## src/rtl/inv_factorial_pkg.sv

```systemverilog
// Shared constants and state encoding for the inverse-factorial decoder.
// The data width matches the output width of the factorial generator.
package inv_factorial_pkg;

  localparam int DATA_W = 46;
  localparam int N_W    = 5;
  localparam int PROD_W = 51;
  localparam int K_MAX  = 16;

  localparam logic [DATA_W-1:0] FACT_16 = 46'd20922789888000;

  typedef enum logic [1:0] {IDLE, SEARCH, DONE} state_t;

endpackage

```

## src/rtl/inv_factorial_blk.sv

```systemverilog
// Inverse-factorial decoder: returns the largest n in 1..16 with n! <= X.
// One multiply-and-compare step per clock, with valid/ready on both sides.
module inv_factorial_blk
  import inv_factorial_pkg::*;
(
  input  logic              clk,
  input  logic              resetn,
  input  logic [DATA_W-1:0] in_data,
  input  logic              in_valid,
  output logic              in_ready,
  output logic [N_W-1:0]    out_n,
  output logic              out_exact,
  output logic              out_err,
  output logic              out_valid,
  input  logic              out_ready,
  output logic              out_busy
);

  state_t            state;
  logic [DATA_W-1:0] x_reg;
  logic [DATA_W-1:0] acc;
  logic [N_W-1:0]    k;
  logic              zero_f;

  logic [N_W-1:0]    k_inc;
  logic [PROD_W-1:0] nxt;
  logic              stop;

  // Full-width product: acc*(k+1) can reach 17! while searching past 16!.
  always_comb begin
    k_inc = k + 5'd1;
    nxt   = {{(PROD_W-DATA_W){1'b0}}, acc} * {{(PROD_W-N_W){1'b0}}, k_inc};
    stop  = zero_f || (k == N_W'(K_MAX)) || (nxt > {{(PROD_W-DATA_W){1'b0}}, x_reg});
  end

  assign in_ready = (state == IDLE);
  assign out_busy = (state != IDLE);

  // NOTE: all state here uses non-blocking assignments so every register
  // samples pre-edge values, independent of statement order.
  always_ff @(posedge clk or negedge resetn) begin
    if (!resetn) begin
      state     <= IDLE;
      x_reg     <= '0;
      acc       <= DATA_W'(1);
      k         <= N_W'(1);
      zero_f    <= 1'b0;
      out_n     <= '0;
      out_exact <= 1'b0;
      out_err   <= 1'b0;
      out_valid <= 1'b0;
    end else begin
      case (state)
        IDLE: begin
          if (in_valid) begin
            x_reg  <= in_data;
            acc    <= DATA_W'(1);
            k      <= N_W'(1);
            zero_f <= (in_data == '0);
            state  <= SEARCH;
          end
        end
        SEARCH: begin
          if (stop) begin
            out_valid <= 1'b1;
            state     <= DONE;
            if (zero_f) begin
              out_n     <= '0;
              out_exact <= 1'b0;
              out_err   <= 1'b1;
            end else begin
              out_n     <= k;
              out_exact <= (acc == x_reg);
              out_err   <= 1'b0;
            end
          end else begin
            // acc stays at or below 16!, so dropping the top bits is lossless.
            acc <= nxt[DATA_W-1:0];
            k   <= k_inc;
          end
        end
        DONE: begin
          if (out_ready) begin
            out_valid <= 1'b0;
            state     <= IDLE;
          end
        end
        default: state <= IDLE;
      endcase
    end
  end

endmodule

```

## config.mk

```make
export PLATFORM = sky130hd
export DESIGN_NAME = inv_factorial_blk
export DESIGN_NICKNAME = d
export VERILOG_FILES = /design/src/rtl/inv_factorial_pkg.sv /design/src/rtl/inv_factorial_blk.sv
export SDC_FILE = /design/constraint.sdc
export NUM_CORES = 1
export LEC_CHECK = 0
export BUFFER_PORTS_ARGS = -buffer_cell sky130_fd_sc_hd__buf_2
export CORE_ASPECT_RATIO = 0.75
export CORE_MARGIN = 4
export CORE_UTILIZATION = 30
export CTS_CLUSTER_SIZE = 16
export DETAILED_ROUTE_END_ITERATION = 7
export SLEW_MARGIN = 30
export SYNTH_ARGS = -nofsm -noshare
export SYNTH_HDL_FRONTEND = slang
export SYNTH_SLANG_ARGS = --single-unit
```

## constraint.sdc

```tcl
create_clock -name clk -period 11.18 [get_ports clk]
set_input_delay 1.118 -clock clk [delete_from_list [all_inputs] [get_ports clk]]
set_output_delay 1.118 -clock clk [all_outputs]
set_load 0.005 [all_outputs]
```

==> flow_metrics.py <==
metrics = {
    "logic_synthesis": {
        "synth-edff-count": 0,
        "ys_seq_area_share_pct": 19.4,
        "synth_fp_nets": 1922,
        "yosysUniqueCellTypes": 73,
        "avgSynthCellArea_um2": 8.55,
        "synth_ff_type": "dfrtp_1",
        "ys_ff_latch": 108,
        "synthArstFlopShare_pct": 100,
        "syn-cell-area_um2": 14000,
        "yosysWarnings": 0,
        "syn_inst": 1633,
    },
    "power": {
        "switching_share_pct": 55.1,
        "sequentialPowerShare_pct": 16.1,
        "power.switching_mw": 2.64,
        "peakVddDrop_mv": 0.196,
        "combPwrFrac_pct": 75.8,
        "p_leak_nw": 7.42,
        "intPower_mw": 2.15,
        "powerDensity_nw_per_um2": 314,
        "p_clk_share_pct": 8.1,
    },
    "setup_path": {
        "critPathKind": "reg -> reg",
        "crit_required_ns": 11.44,
        "reg2reg_depth": 30,
        "cp-end-kind": "register",
        "cp-start-kind": "register",
        "path_max_fanout": 49,
        "max_stage_delay_ns": 0.68,
        "cp.arrival_ns": 10.24,
        "crit_slowest_cell": "dfstp_2",
    },
    "global_routing": {
        "use_met2_pct": 26.5,
        "met3_usage_pct": 4.17,
        "grt_pass1_vias": 11800,
        "gr-max-usage-layer": "met2",
        "grt_max_degree": 73,
        "grt_antenna_before_repair": 2,
        "grt_pass1_wl_mm": 70.1,
        "track_usage_pct": 17.8,
        "grtUsageMet1_pct": 26.4,
        "overflow": 0,
    },
    "timing": {
        "tns_ns": 0,
        "fin_crit_sh_pct": 89.3,
        "setup_violations": 0,
        "slew_viol_final": 0,
        "fin_skew_ns": 0.0183,
        "period_needed_ns": 9.98,
        "setup_ws_ns": 1.20,
        "relSlewSlack_pct": 28.1,
        "fmax_ghz": 0.100,
        "finalHoldViolCount": 0,
        "rsz0062_at_grt": "false",
        "tightest_slew_ns": 1.07,
    },
    "clock_network": {
        "cts_root_buf": "clkbuf_16",
        "ctsHoldBuffers": 0,
        "clk_pin_slew_ns": 0.09,
        "cts-buffers-inserted": 9,
        "htree_levels": 3,
        "cts_tree": "yes",
        "cts_buffer_depth": 2,
        "post_cts_resize_count": 0,
        "clock_latency_ns": 0.38,
        "cts_sinks": 108,
        "post_cts_buffers": 0,
    },
    "detailed_routing": {
        "via_count": 11600,
        "drt_iter0_drc": 1060,
        "finalWirelength_mm": 44.5,
        "first_pass_iters": 5,
        "drc": 0,
        "final_antenna_net_count": 0,
        "wl_per_cell_um": 19.5,
        "viasPerCell": 5.10,
    },
    "die": {
        "die_x_um": 257,
        "die_area_um2": 50100,
        "rows": 68,
        "start_util_pct": 30.3,
        "core_um2": 46000,
        "io_pins": 60,
        "die_y_um": 195,
    },
    "finish": {
        "nets": 1934,
        "final_common_cell": "inv_1",
        "final_cell_mix": "inv_1 (237), and2_1 (202), nand2_1 (180)",
        "areaGrowthSynthToFinish_pct": 9.13,
        "layout-drive-gt1-share_pct": 8.97,
        "fill_cells": 4871,
    },
    "placed_design": {
        "globalplace.congestion": 0.954,
        "port_buffers": 59,
        "dpl.hpwl_mm": 35.5,
        "preCtsSetupSlack_ns": 1.37,
    },
    "outcome": {
        "status": "finished clean",
    },
    "hold_path": {
        "hold_depth": 1,
        "min_path_type": "reg -> reg",
    },
    "job": {
        "cap_viol_max_count": 0,
    },
}
[synth_stat cells, types with 31 or more instances]
cell / number / area share (%)
a21oi_1: 72 / 2.6
and2_1: 203 / 9.1
clkbuf_1: 47 / 1.3
dfrtp_1: 106 / 19
fa_1: 132 / 19
ha_1: 107 / 9.6
inv_1: 237 / 6.4
mux2_2: 48 / 3.9
nand2_1: 180 / 4.8
nand4_1: 35 / 1.6
nor2_1: 43 / 1.2
o21ai_0: 94 / 3.4
xnor2_1: 58 / 3.6
xor2_1: 31 / 1.9
[worst max-delay path, delay by kind of cell, from the launching register on]
kind                     cells  cell delay, ns
AO/OA/AOI/OAI               11            3.03
XOR/XNOR                     1            0.65
flip-flops                   1            0.68
buffers and inverters        4            0.88
adder cells (fa/ha/maj)      6            2.47
multiplexers                 1            0.38
AND/OR/NAND/NOR              7            1.70
[layer usage]
layer / share of wire, % / wire length, um / up-vias
met5: 0.061 / 27 / -
met4: 1.8 / 800 / 4
met3: 7.8 / 3470 / 43
met2: 42 / 18700 / 371
met1: 48 / 21600 / 5825
li1: - / - / 5386
[through the flow]
stage / instances / power (mW) / area, um^2 / util [%] / hold WS, ns
after detailed placement: 2264 / 4.34 / 14900 / 32.4 / 0.488
final: 2281 / 4.79 / 15200 / 33.1 / 0.523
after global placement: 2264 / 4.26 / 14900 / 32.3 / 0.490
after global routing: 2280 / 5.26 / 15200 / 33.1 / 0.535
after CTS: 2280 / 4.76 / 15200 / 33.1 / 0.517
after floorplan: 1633 / 3.27 / 14000 / - / 0.493
[area by class of cell]
cell class,instances,area [um^2],area share [%]
tap,630,788,5.17
antenna,1,2.50,0.0164
clock buffer,9,225,1.48
timing repair buffer,69,389,2.55
clock inverter,7,105,0.690
inverter,237,890,5.84
sequential,108,2710,17.8
multi-input combinational,1220,10100,66.5
[power by group through the flow]
| stage | Clock (mW) | Combinational (mW) | Sequential (mW) |
|---|---|---|---|
| floorplan | 0 | 2.59 | 0.684 |
| finish | 0.386 | 3.63 | 0.771 |
| CTS | 0.391 | 3.60 | 0.767 |
| global placement | 0 | 3.49 | 0.768 |
| global route | 0.405 | 4.06 | 0.792 |
| detailed placement | 0 | 3.57 | 0.774 |
[worst paths after layout]
check	start	endpoint	slack, ns
max	k[0]$_DFFE_PN1P_	acc[28]$_DFFE_PN0P_	1.20
min	out_n[0]$_DFFE_PN0P_	out_n[0]$_DFFE_PN0P_	0.52
max reg2reg	k[0]$_DFFE_PN1P_	acc[28]$_DFFE_PN0P_	1.20
min reg2reg	out_n[0]$_DFFE_PN0P_	out_n[0]$_DFFE_PN0P_	0.52
max in group asynchronous	resetn	acc[17]$_DFFE_PN0P_	9.27
min in group asynchronous	resetn	out_err$_DFFE_PN0P_	0.74
[cells by family after synthesis]
family	after synthesis	share of synthesized area (%)
xor+xnor	89	5.58
flops	108	19.4
fa+ha+maj	239	28.5
buf+inv	305	8.44
mux	59	4.69
compound gates	273	12.3
simple gates	560	21.1
(Power assumes the default switching activity.)
